===== config.mk =====
export PLATFORM = sky130hd
export DESIGN_NAME = iq_sweep_controller_flat
export DESIGN_NICKNAME = d
export VERILOG_FILES = /design/src/rtl/iq_sweep_controller_pkg.sv /design/src/rtl/iq_sweep_controller_if.sv /design/src/rtl/iq_sweep_controller_accumulator.sv /design/src/rtl/iq_sweep_controller.sv /design/src/flat_wrapper.sv
export SDC_FILE = /design/constraint.sdc
export NUM_CORES = 1
export LEC_CHECK = 0
export CORE_MARGIN = 2
export CORE_UTILIZATION = 58
export DETAILED_ROUTE_END_ITERATION = 10
export GPL_ROUTABILITY_DRIVEN = 1
export PLACE_DENSITY = 0.85
export SLEW_MARGIN = 20
export SYNTH_ARGS = -nofsm -noshare
export SYNTH_HDL_FRONTEND = slang
export SYNTH_SLANG_ARGS = --single-unit
export TNS_END_PERCENT = 20

===== constraint.sdc =====
create_clock -name CLK -period 7.1 [get_ports CLK]
set_clock_uncertainty 0.2 [all_clocks]
set_input_delay 1.42 -clock CLK [delete_from_list [all_inputs] [get_ports CLK]]
set_output_delay 1.42 -clock CLK [all_outputs]
set_load 0.02 [all_outputs]

===== src/rtl/iq_sweep_controller_pkg.sv =====
// Shared types and sizing helpers for the IQ sweep controller slice.
package iq_ctrl_pkg;
  localparam int PHASE_W_DEF  = 32;
  localparam int SAMPLE_W_DEF = 14;

  typedef enum logic [1:0] {
    ST_IDLE,
    ST_SETTLE,
    ST_ACCUM,
    ST_EMIT
  } sweep_state_t;

  // A sum of 2^avg_log2 samples needs avg_log2 guard bits above the sample width.
  function automatic int acc_width(input int sample_w, input int avg_log2);
    return sample_w + avg_log2;
  endfunction
endpackage


===== src/rtl/iq_sweep_controller_if.sv =====
// Averaged-result stream: one record per sweep step over a valid/ready handshake.
interface iq_sweep_controller_if
  import iq_ctrl_pkg::*;
#(
  parameter int SAMPLE_W = SAMPLE_W_DEF,
  parameter int STEP_W   = 16
);
  logic                       resultValid;
  logic                       resultReady;
  logic signed [SAMPLE_W-1:0] resultI;
  logic signed [SAMPLE_W-1:0] resultQ;
  logic [STEP_W-1:0]          resultIdx;

  modport master (
    output resultValid, resultI, resultQ, resultIdx,
    input  resultReady
  );

  modport slave (
    input  resultValid, resultI, resultQ, resultIdx,
    output resultReady
  );
endinterface


===== src/rtl/iq_sweep_controller_accumulator.sv =====
// Paired signed I/Q accumulators with a sample counter; sum outputs include the sample being offered.
module iq_accumulator
  import iq_ctrl_pkg::*;
#(
  parameter int SAMPLE_W = SAMPLE_W_DEF,
  parameter int AVG_LOG2 = 4,
  parameter int ACC_W    = acc_width(SAMPLE_W, AVG_LOG2)
) (
  input  logic                       clk,
  input  logic                       reset,
  input  logic                       clear,
  input  logic                       en,
  input  logic signed [SAMPLE_W-1:0] sample_i,
  input  logic signed [SAMPLE_W-1:0] sample_q,
  output logic signed [ACC_W-1:0]    sum_i,
  output logic signed [ACC_W-1:0]    sum_q,
  output logic                       full
);
  localparam int CNT_W = AVG_LOG2 + 1;
  localparam logic [CNT_W-1:0] CNT_LAST = CNT_W'((1 << AVG_LOG2) - 1);
  localparam logic [CNT_W-1:0] CNT_ONE  = CNT_W'(1);

  logic signed [ACC_W-1:0] acc_i, acc_q;
  logic [CNT_W-1:0]        count;

  assign sum_i = acc_i + ACC_W'(sample_i);
  assign sum_q = acc_q + ACC_W'(sample_q);
  // full means the next enabled sample completes the averaging block
  assign full  = (count == CNT_LAST);

  always_ff @(posedge clk) begin
    if (reset || clear) begin
      acc_i <= '0;
      acc_q <= '0;
      count <= '0;
    end else if (en) begin
      acc_i <= sum_i;
      acc_q <= sum_q;
      count <= count + CNT_ONE;
    end
  end
endmodule


===== src/rtl/iq_sweep_controller.sv =====
// Stepped-frequency sweep sequencer: drives the NCO increment, waits for settling, averages I/Q per step.
module iq_sweep_controller
  import iq_ctrl_pkg::*;
#(
  parameter int PHASE_W       = PHASE_W_DEF,
  parameter int SAMPLE_W      = SAMPLE_W_DEF,
  parameter int SETTLE_CYCLES = 1024,
  parameter int AVG_LOG2      = 4,
  parameter int STEP_W        = 16
) (
  input  logic                       CLK,
  input  logic                       reset,
  input  logic                       start,
  input  logic                       abort,
  input  logic [PHASE_W-1:0]         startInc,
  input  logic [PHASE_W-1:0]         stepInc,
  input  logic [STEP_W-1:0]          numSteps,
  input  logic                       ncoValid,
  input  logic [1:0]                 filtValid,
  input  logic signed [SAMPLE_W-1:0] I,
  input  logic signed [SAMPLE_W-1:0] Q,
  output logic [PHASE_W-1:0]         phaseInc,
  iq_sweep_controller_if.master      res,
  output logic                       busy,
  output logic                       done
);
  localparam int ACC_W = acc_width(SAMPLE_W, AVG_LOG2);
  localparam logic [15:0]       SETTLE_LAST = 16'(SETTLE_CYCLES - 1);
  localparam logic [15:0]       SETTLE_ONE  = 16'd1;
  localparam logic [STEP_W-1:0] STEP_ONE    = STEP_W'(1);

  sweep_state_t state, state_next;

  logic [PHASE_W-1:0]         phase_inc, step_inc_q;
  logic [STEP_W-1:0]          num_steps_q, idx, result_idx;
  logic [15:0]                settle_cnt;
  logic signed [SAMPLE_W-1:0] result_i, result_q;
  logic                       done_q;
  logic                       load, empty_start, acc_clear, acc_en, capture, advance, finish;
  logic signed [ACC_W-1:0]    sum_i, sum_q;
  logic                       acc_full;

  iq_accumulator #(
    .SAMPLE_W (SAMPLE_W),
    .AVG_LOG2 (AVG_LOG2),
    .ACC_W    (ACC_W)
  ) u_acc (
    .clk      (CLK),
    .reset    (reset),
    .clear    (acc_clear),
    .en       (acc_en),
    .sample_i (I),
    .sample_q (Q),
    .sum_i    (sum_i),
    .sum_q    (sum_q),
    .full     (acc_full)
  );

  always_ff @(posedge CLK) begin
    if (reset) state <= ST_IDLE;
    else       state <= state_next;
  end

  // abort is tested first in every active state so it beats a same-cycle acceptance
  always_comb begin
    state_next  = state;
    load        = 1'b0;
    empty_start = 1'b0;
    acc_clear   = 1'b0;
    acc_en      = 1'b0;
    capture     = 1'b0;
    advance     = 1'b0;
    finish      = 1'b0;
    unique case (state)
      ST_IDLE: begin
        if (start) begin
          if (numSteps != '0) begin
            load       = 1'b1;
            state_next = ST_SETTLE;
          end else begin
            empty_start = 1'b1;
          end
        end
      end
      ST_SETTLE: begin
        if (abort) begin
          state_next = ST_IDLE;
        end else if (ncoValid && settle_cnt == SETTLE_LAST) begin
          acc_clear  = 1'b1;
          state_next = ST_ACCUM;
        end
      end
      ST_ACCUM: begin
        if (abort) begin
          state_next = ST_IDLE;
        end else if (filtValid == 2'b11) begin
          acc_en = 1'b1;
          if (acc_full) begin
            capture    = 1'b1;
            state_next = ST_EMIT;
          end
        end
      end
      ST_EMIT: begin
        if (abort) begin
          state_next = ST_IDLE;
        end else if (res.resultReady) begin
          if (idx == num_steps_q - STEP_ONE) begin
            finish     = 1'b1;
            state_next = ST_IDLE;
          end else begin
            advance    = 1'b1;
            state_next = ST_SETTLE;
          end
        end
      end
      default: state_next = ST_IDLE;
    endcase
  end

  always_ff @(posedge CLK) begin
    if (reset) begin
      phase_inc   <= '0;
      step_inc_q  <= '0;
      num_steps_q <= '0;
      idx         <= '0;
      settle_cnt  <= '0;
      result_i    <= '0;
      result_q    <= '0;
      result_idx  <= '0;
      done_q      <= 1'b0;
    end else begin
      done_q <= empty_start | finish;
      if (load) begin
        phase_inc   <= startInc;
        step_inc_q  <= stepInc;
        num_steps_q <= numSteps;
        idx         <= '0;
        settle_cnt  <= '0;
      end else if (advance) begin
        idx        <= idx + STEP_ONE;
        phase_inc  <= phase_inc + step_inc_q;
        settle_cnt <= '0;
      end else if (state == ST_SETTLE && ncoValid) begin
        settle_cnt <= settle_cnt + SETTLE_ONE;
      end
      // Arithmetic shift floors the mean toward minus infinity
      if (capture) begin
        result_i   <= SAMPLE_W'(sum_i >>> AVG_LOG2);
        result_q   <= SAMPLE_W'(sum_q >>> AVG_LOG2);
        result_idx <= idx;
      end
    end
  end

  assign phaseInc        = phase_inc;
  assign busy            = (state != ST_IDLE);
  assign done            = done_q;
  assign res.resultValid = (state == ST_EMIT);
  assign res.resultI     = result_i;
  assign res.resultQ     = result_q;
  assign res.resultIdx   = result_idx;
endmodule


===== src/flat_wrapper.sv =====
// flat-port wrapper written by rule: the top's interface ports become plain ports
module iq_sweep_controller_flat import iq_ctrl_pkg::*;
#(
  parameter int PHASE_W       = PHASE_W_DEF,
  parameter int SAMPLE_W      = SAMPLE_W_DEF,
  parameter int SETTLE_CYCLES = 1024,
  parameter int AVG_LOG2      = 4,
  parameter int STEP_W        = 16
)
  (CLK, reset, start, abort, startInc, stepInc, numSteps, ncoValid, filtValid, I, Q, phaseInc, busy, done, res_resultValid, res_resultI, res_resultQ, res_resultIdx, res_resultReady);
  iq_sweep_controller_if #(.SAMPLE_W(SAMPLE_W), .STEP_W(STEP_W)) res_i ();
  input  logic CLK;
  input  logic reset;
  input  logic start;
  input  logic abort;
  input  logic [PHASE_W-1:0] startInc;
  input  logic [PHASE_W-1:0] stepInc;
  input  logic [STEP_W-1:0] numSteps;
  input  logic ncoValid;
  input  logic [1:0] filtValid;
  input  logic signed [SAMPLE_W-1:0] I;
  input  logic signed [SAMPLE_W-1:0] Q;
  output logic [PHASE_W-1:0] phaseInc;
  output logic busy;
  output logic done;
  output wire logic [$bits(res_i.resultValid)-1:0] res_resultValid;
  output wire logic [$bits(res_i.resultI)-1:0] res_resultI;
  output wire logic [$bits(res_i.resultQ)-1:0] res_resultQ;
  output wire logic [$bits(res_i.resultIdx)-1:0] res_resultIdx;
  input wire logic [$bits(res_i.resultReady)-1:0] res_resultReady;
  assign res_resultValid = res_i.resultValid;
  assign res_resultI = res_i.resultI;
  assign res_resultQ = res_i.resultQ;
  assign res_resultIdx = res_i.resultIdx;
  assign res_i.resultReady = res_resultReady;
  iq_sweep_controller #(.PHASE_W(PHASE_W), .SAMPLE_W(SAMPLE_W), .SETTLE_CYCLES(SETTLE_CYCLES), .AVG_LOG2(AVG_LOG2), .STEP_W(STEP_W)) u_core (.CLK(CLK), .reset(reset), .start(start), .abort(abort), .startInc(startInc), .stepInc(stepInc), .numSteps(numSteps), .ncoValid(ncoValid), .filtValid(filtValid), .I(I), .Q(Q), .phaseInc(phaseInc), .res(res_i), .busy(busy), .done(done));
endmodule

Word level (Yosys, flattened, before mapping)
Index checks and enable logic that the tools add are counted.
- flip-flop bits (word level): 200
- output and inout bits: 79
- logic and storage cells: 81
- $add $sub $neg: 7
- equality and inequality tests: 13
- multiplexer cells: 37
- bitwise logic cells: 1
- reduce and logical (&&, ||, !) cells: 10
- operators with widths (cell ; number):
    32-bit 2-to-1 mux ; 2
    18-bit by 14-bit adder with 18-bit output ; 2
    16-bit by 1-bit adder with 16-bit output, second input constant ; 2
    32-bit adder ; 1
    1-bit 2-to-1 mux ; 25
    2-bit 2-to-1 mux ; 9
    16-bit by 10-bit equality test with 1-bit output, second input constant ; 1
    16-bit equality test ; 1
    16-bit nonzero test ; 1
    16-bit by 1-bit subtractor with 16-bit output, second input constant ; 1
    3-bit by 2-bit != test with 1-bit output, second input constant ; 4
    2-bit one-hot mux with 4 select lines ; 1
    2-bit equality test, second input constant ; 3
    6-bit AND reduction ; 1
    5-bit by 1-bit adder with 5-bit output, second input constant ; 1
    5-bit by 4-bit equality test with 1-bit output, second input constant ; 1
    2-bit nonzero test ; 2
    3-bit OR reduction ; 1
    2-bit by 1-bit equality test with 1-bit output, second input constant ; 1
    1-bit logical AND ; 2
    2-bit zero test ; 1
    2-bit by 1-bit != test with 1-bit output, second input constant ; 1
    2-bit != test, second input constant ; 1
    2-bit OR reduction ; 1
    other kinds (2) ; 2

Longest topological paths before layout
- word-level depth: 8
- mapped depth: 13
- mapped depth without buffers: 11

Cells and area by module
Synthesis repeated with hierarchy kept, for this count alone.
- cell total of the unflattened synthesis: 1505
- area, all modules: 11927.7 µm²
- modules (own cells, without submodules) (module ; times used ; cells each ; area each (µm²) ; seq. area each (µm²)):
    iq_sweep_controller ; 1 ; 1104 ; 8617.0 ; 3183.1
    iq_accumulator ; 1 ; 401 ; 3310.7 ; 820.8

Worst setup path before layout
Ideal clock, no wire load.
- kind: input to register
- start point: input I[0]
- end point: register u_core.u_acc.acc_i[16]
- setup time: 70 ps
- data arrival time: 3272 ps
- data required time: 6830 ps
- path slack: 3557 ps
- cell stages on the path: 11
- path buffers: 0
- path through: ha_1 -> inv_1 -> fa_1 -> nor2b_1 -> o21ai_0 -> a21boi_0 -> o21bai_1 -> a311oi_1 -> or3_1 -> nand3_1 -> a21oi_1
- cells in the longest elaborated chain, start to end: 1
- RTL lines (what ; RTL line ; source):
    start, declared ; flat_wrapper.sv:21 ; input logic signed [SAMPLE_W-1:0] I;
    18-bit by 14-bit adder with 18-bit output ; iq_sweep_controller_accumulator.sv:26 ; assign sum_i = acc_i + ACC_W'(sample_i);
    end signal, assigned ; iq_sweep_controller_accumulator.sv:37 ; acc_i <= sum_i;
    end, declared ; iq_sweep_controller_accumulator.sv:23 ; logic signed [ACC_W-1:0] acc_i, acc_q;
Every way passes these cells.
A chain may end at the register's enable or synchronous reset.

Worst setup path after layout
- start point: register u_core.num_steps_q[0]
- end point: register u_core.settle_cnt[8]
- cells in the longest elaborated chain, start to end: 7
- RTL lines (what ; RTL line ; source):
    start, declared ; iq_sweep_controller.sv:35 ; logic [STEP_W-1:0] num_steps_q, idx, result_idx;
    start signal, assigned ; iq_sweep_controller.sv:137 ; num_steps_q <= numSteps;
    16-bit by 1-bit subtractor with 16-bit output ; iq_sweep_controller.sv:108 ; if (idx == num_steps_q - STEP_ONE) begin
    16-bit equality test ; iq_sweep_controller.sv:108 ;
    1-bit 2-to-1 mux ; iq_sweep_controller.sv:108 ;
    1-bit 2-to-1 mux ; iq_sweep_controller.sv:107 ; end else if (res.resultReady) begin
    1-bit 2-to-1 mux ; iq_sweep_controller.sv:105 ; if (abort) begin
    1-bit 2-to-1 mux ; iq_sweep_controller.sv:74 ; unique case (state)
    3-bit OR reduction (no source line) ; n/a ;
    end signal, assigned ; iq_sweep_controller.sv:145 ; settle_cnt <= settle_cnt + SETTLE_ONE;
    end, declared ; iq_sweep_controller.sv:36 ; logic [15:0] settle_cnt;
Every way passes these cells.

==> impl_metrics.env <==
export IMPL_outcome="complete, no violations"
export IMPL_clock_path_buffers=2
export IMPL_max_freq_mhz=241.0
export IMPL_port_buffers=194
export IMPL_hold_viol=0
export IMPL_cp_required_ps=7260
export IMPL_synth_main_ff_cell="dfxtp_1"
export IMPL_p_leak_nw=5.522
export IMPL_clock_sinks=200
export IMPL_r2r_start="u_core.num_steps_q[0]"
export IMPL_drtAntennaViolNets=0
export IMPL_slew_viol_final=0
export IMPL_ys_warnings_count=0
export IMPL_post_route_min_period_ps=4150
export IMPL_netlist_top_cells_area="dfxtp_1 (35%), nand2_1 (10%), a21oi_1 (7.8%)"
export IMPL_syn_inst=1518
export IMPL_path_cells="inv_1, ha_1, or4b_1, or4_1, a222oi_1, and4_1, nand4_2, nand2_1, buf_4, nand2_1, nor2_1"
export IMPL_worstSetupPathType="flop to flop"
export IMPL_worstSetupStartpointType="flop"
export IMPL_multiInputGateArea_mm2=0.007103
export IMPL_final_layout_size_suffix_gt1_frac=0.04264
export IMPL_firstDrtPassIters=5
export IMPL_grt_pass1_vias=11070
export IMPL_relSlewSlack=0.3076
export IMPL_drv_cap=0
export IMPL_clockRootBuffer="clkbuf_16"
export IMPL_final_util=0.7235
export IMPL_drc=0
export IMPL_rsz0062_at_grt="false"
export IMPL_fill_cells=1561
export IMPL_core_area_mm2=0.01953
export IMPL_post_cts_resized=0
export IMPL_post_cts_setup_buffers=0
export IMPL_worstHoldPathCells=2
export IMPL_io_pins=195
export IMPL_post_dp_hpwl_um=22530
export IMPL_fin_setup_tns_ps=0
export IMPL_rows=51
export IMPL_drt_iter0_markers=854
export IMPL_hold_buffers=0
export IMPL_max_vdd_ir_drop_mv=0.1735
export IMPL_start_util=0.5938
export IMPL_area_growth_pct=21.84
export IMPL_synth_area_mm2=0.01159
export IMPL_fin_nets=1844
export IMPL_crit_path_max_fanout=28
export IMPL_place_area_mm2=0.01359
export IMPL_reg2reg_slack_ps=2950
export IMPL_synth_seq_area_share=0.3453
export IMPL_clk_pin_slew_ps=70
export IMPL_grt_max_degree=92
export IMPL_seqCellArea_mm2=0.004004
export IMPL_finalWirelength_um=31720
export IMPL_cpPeakStageDelay_ps=570
export IMPL_worst_pin_slew_ps=1024
export IMPL_yosys_area_top_type="dfxtp_1"
export IMPL_grt_pass1_wl_um=53210
export IMPL_grt_overflow_total=0
export IMPL_avgRoutedWirePerCell_um=16.43
export IMPL_cp_arrival_ps=4310
export IMPL_synth_seq_cells=200
export IMPL_clk_insertion_delay_late_ps=440
export IMPL_gp_congestion=0.8915
export IMPL_worst_hold_slack_ps=257.7
export IMPL_powerDensity_mw_per_mm2=177.8
export IMPL_fp_dieH_um=145.4
export IMPL_endpoint_kind="flop"
export IMPL_die_x_um=145.4
export IMPL_hold_class="flop to flop"
export IMPL_async_flop_share=0
export IMPL_syn_nets=1707
export IMPL_fin_crit_sh=0.5845
export IMPL_cts_buffers=17
export IMPL_hold_start="u_core.res.resultIdx[10]"
export IMPL_yosysUniqueCellTypes=70
export IMPL_htreeDepth=4
export IMPL_fin_area_mm2=0.01413
export IMPL_grt_usage=0.2987
export IMPL_path_common_cell="nand2_1"
export IMPL_setup_viol=0
export IMPL_postSynthAreaPerCell_um2=7.638
export IMPL_tritoncts="built"
export IMPL_rr_endpoint="u_core.settle_cnt[8]"
export IMPL_antenna_found_initial=0
export IMPL_die_area_mm2=0.02114
export IMPL_synth_edf_count=0
export IMPL_diodes=0
export IMPL_holdPathEnd="u_core.res.resultIdx[10]"
export IMPL_synth_top_area_frac=0.3453
export IMPL_routed_via_count=11510
export IMPL_critical_path_slowest_cell="or4b_1"
export IMPL_vias_per_cell=5.962
export IMPL_worst_r2r_path_depth=11
cell families after synthesis:
group,share of synthesized area
xor gates and xnor gates,0.07100
buffers and inverters,0.04349
adders and majority gates,0.08072
AOI/OAI and AO/OA,0.1975
and+or+nand+nor,0.2540
muxes,0.007985
DFF,0.3453
cell type report:
cell class,instances,share of cell area
well taps,265,0.02347
clock inverters,8,0.005314
repair buffers,203,0.1421
flip-flops and latches,200,0.2834
multi-input cells,1194,0.5028
clock buffers,21,0.03259
inverters,39,0.01036
cell usage in the layout (no fill, tap or decap), types with 8 or more instances in the layout:
cell type / synthesis / final
nand2_1: 324 / 323
dfxtp_1: 200 / 200
clkdlybuf4s50_1: 0 / 193
a21oi_1: 181 / 181
nor2_1: 116 / 116
ha_1: 70 / 70
xnor2_1: 55 / 55
nand3_1: 49 / 48
inv_1: 39 / 39
xor2_1: 39 / 39
nor3_1: 37 / 37
o21ai_0: 34 / 34
a21o_1: 28 / 28
a211oi_1: 19 / 19
nand4_1: 18 / 18
or3_1: 17 / 17
clkbuf_16: 0 / 17
and3_1: 17 / 16
nor4_1: 15 / 15
a311oi_1: 14 / 14
or2_2: 13 / 13
o21a_1: 10 / 10
buf_4: 3 / 10
nand2b_1: 9 / 9
or4_1: 9 / 9
nor2b_1: 8 / 8
a31oi_1: 8 / 8
registers in the layout, summed over array words and instances (netlist names):
register / count
u_core.step_inc_q: 32
u_core.res.resultI: 14
u_core.settle_cnt: 16
u_core.state: 2
u_core.num_steps_q: 16
u_core.res.resultQ: 14
u_core.res.resultIdx: 16
u_core.done: 1
u_core.u_acc.acc_i: 18
u_core.idx: 16
u_core.u_acc.acc_q: 18
u_core.phaseInc: 32
u_core.u_acc.count: 5
layer usage:
layer | routed length [µm] | track usage | up-vias
met5 | 0 | 0 | -
met4 | 812 | 0.1142 | 0
met3 | 2372 | 0.05486 | 69
met2 | 14920 | 0.4950 | 424
met1 | 13620 | 0.3886 | 5423
li1 | - | - | 5591
cells in the mapped netlist (4+ instances only):
master	number
a2111oi_2	4
a211o_1	6
mux2i_1	7
nor2b_1	8
nand4_1	18
a311oi_1	14
inv_1	39
ha_1	70
and2_1	6
and3_1	17
a31oi_1	8
buf_1	4
o211ai_1	7
xnor2_1	55
a21o_1	28
or4_1	9
nor2_1	116
dfxtp_1	200
or2_2	13
clkbuf_1	71
nor3_1	37
o21bai_1	6
buf_2	4
o311ai_0	4
or3_1	17
nand2_1	324
a21oi_1	181
nand3_1	49
o21ai_0	34
o21a_1	10
o31ai_1	5
xor2_1	39
a31o_2	5
nand2b_1	9
a22oi_1	4
nor4_1	15
a211oi_1	19
power breakdown:
part           internal (mW)  switching (mW)  total, mW
sequential              1.15          0.0311       1.18
clock                  0.496           0.416      0.912
combinational          0.192           0.224      0.416
total                   1.84           0.671       2.51
critical path: cells and delay by family (launching register included):
| family | cells | cell delay [ps] |
|---|---|---|
| DFF | 1 | 370 |
| buffers and inverters | 2 | 430 |
| and+or+nand+nor | 7 | 2560 |
| AOI/OAI and AO/OA | 1 | 320 |
| adders and majority gates | 1 | 180 |
worst max path at each step:
stage | cells past startpoint | from | slack [ps] | to
global placement | 12 | Q[0] | 2780 | u_core.u_acc.acc_q[16]
detailed placement | 7 | numSteps[0] | 2610 | u_core.settle_cnt[8]
floorplan | 11 | I[0] | 3560 | u_core.u_acc.acc_i[16]
finish | 11 | u_core.num_steps_q[0] | 2950 | u_core.settle_cnt[8]
CTS | 11 | u_core.num_steps_q[0] | 2940 | u_core.settle_cnt[8]
global route | 11 | u_core.num_steps_q[0] | 2620 | u_core.settle_cnt[2]
stage by stage:
stage	cells	worst slack [ps]	total power, mW
after floorplan	1518	3557	1.461
after global placement	1901	2778	1.607
after detailed placement	1901	2607	1.617
after CTS	1930	2943	2.517
after global routing	1930	2620	2.617
final	1930	2950	2.511
Power figures use the tool's default switching activity.
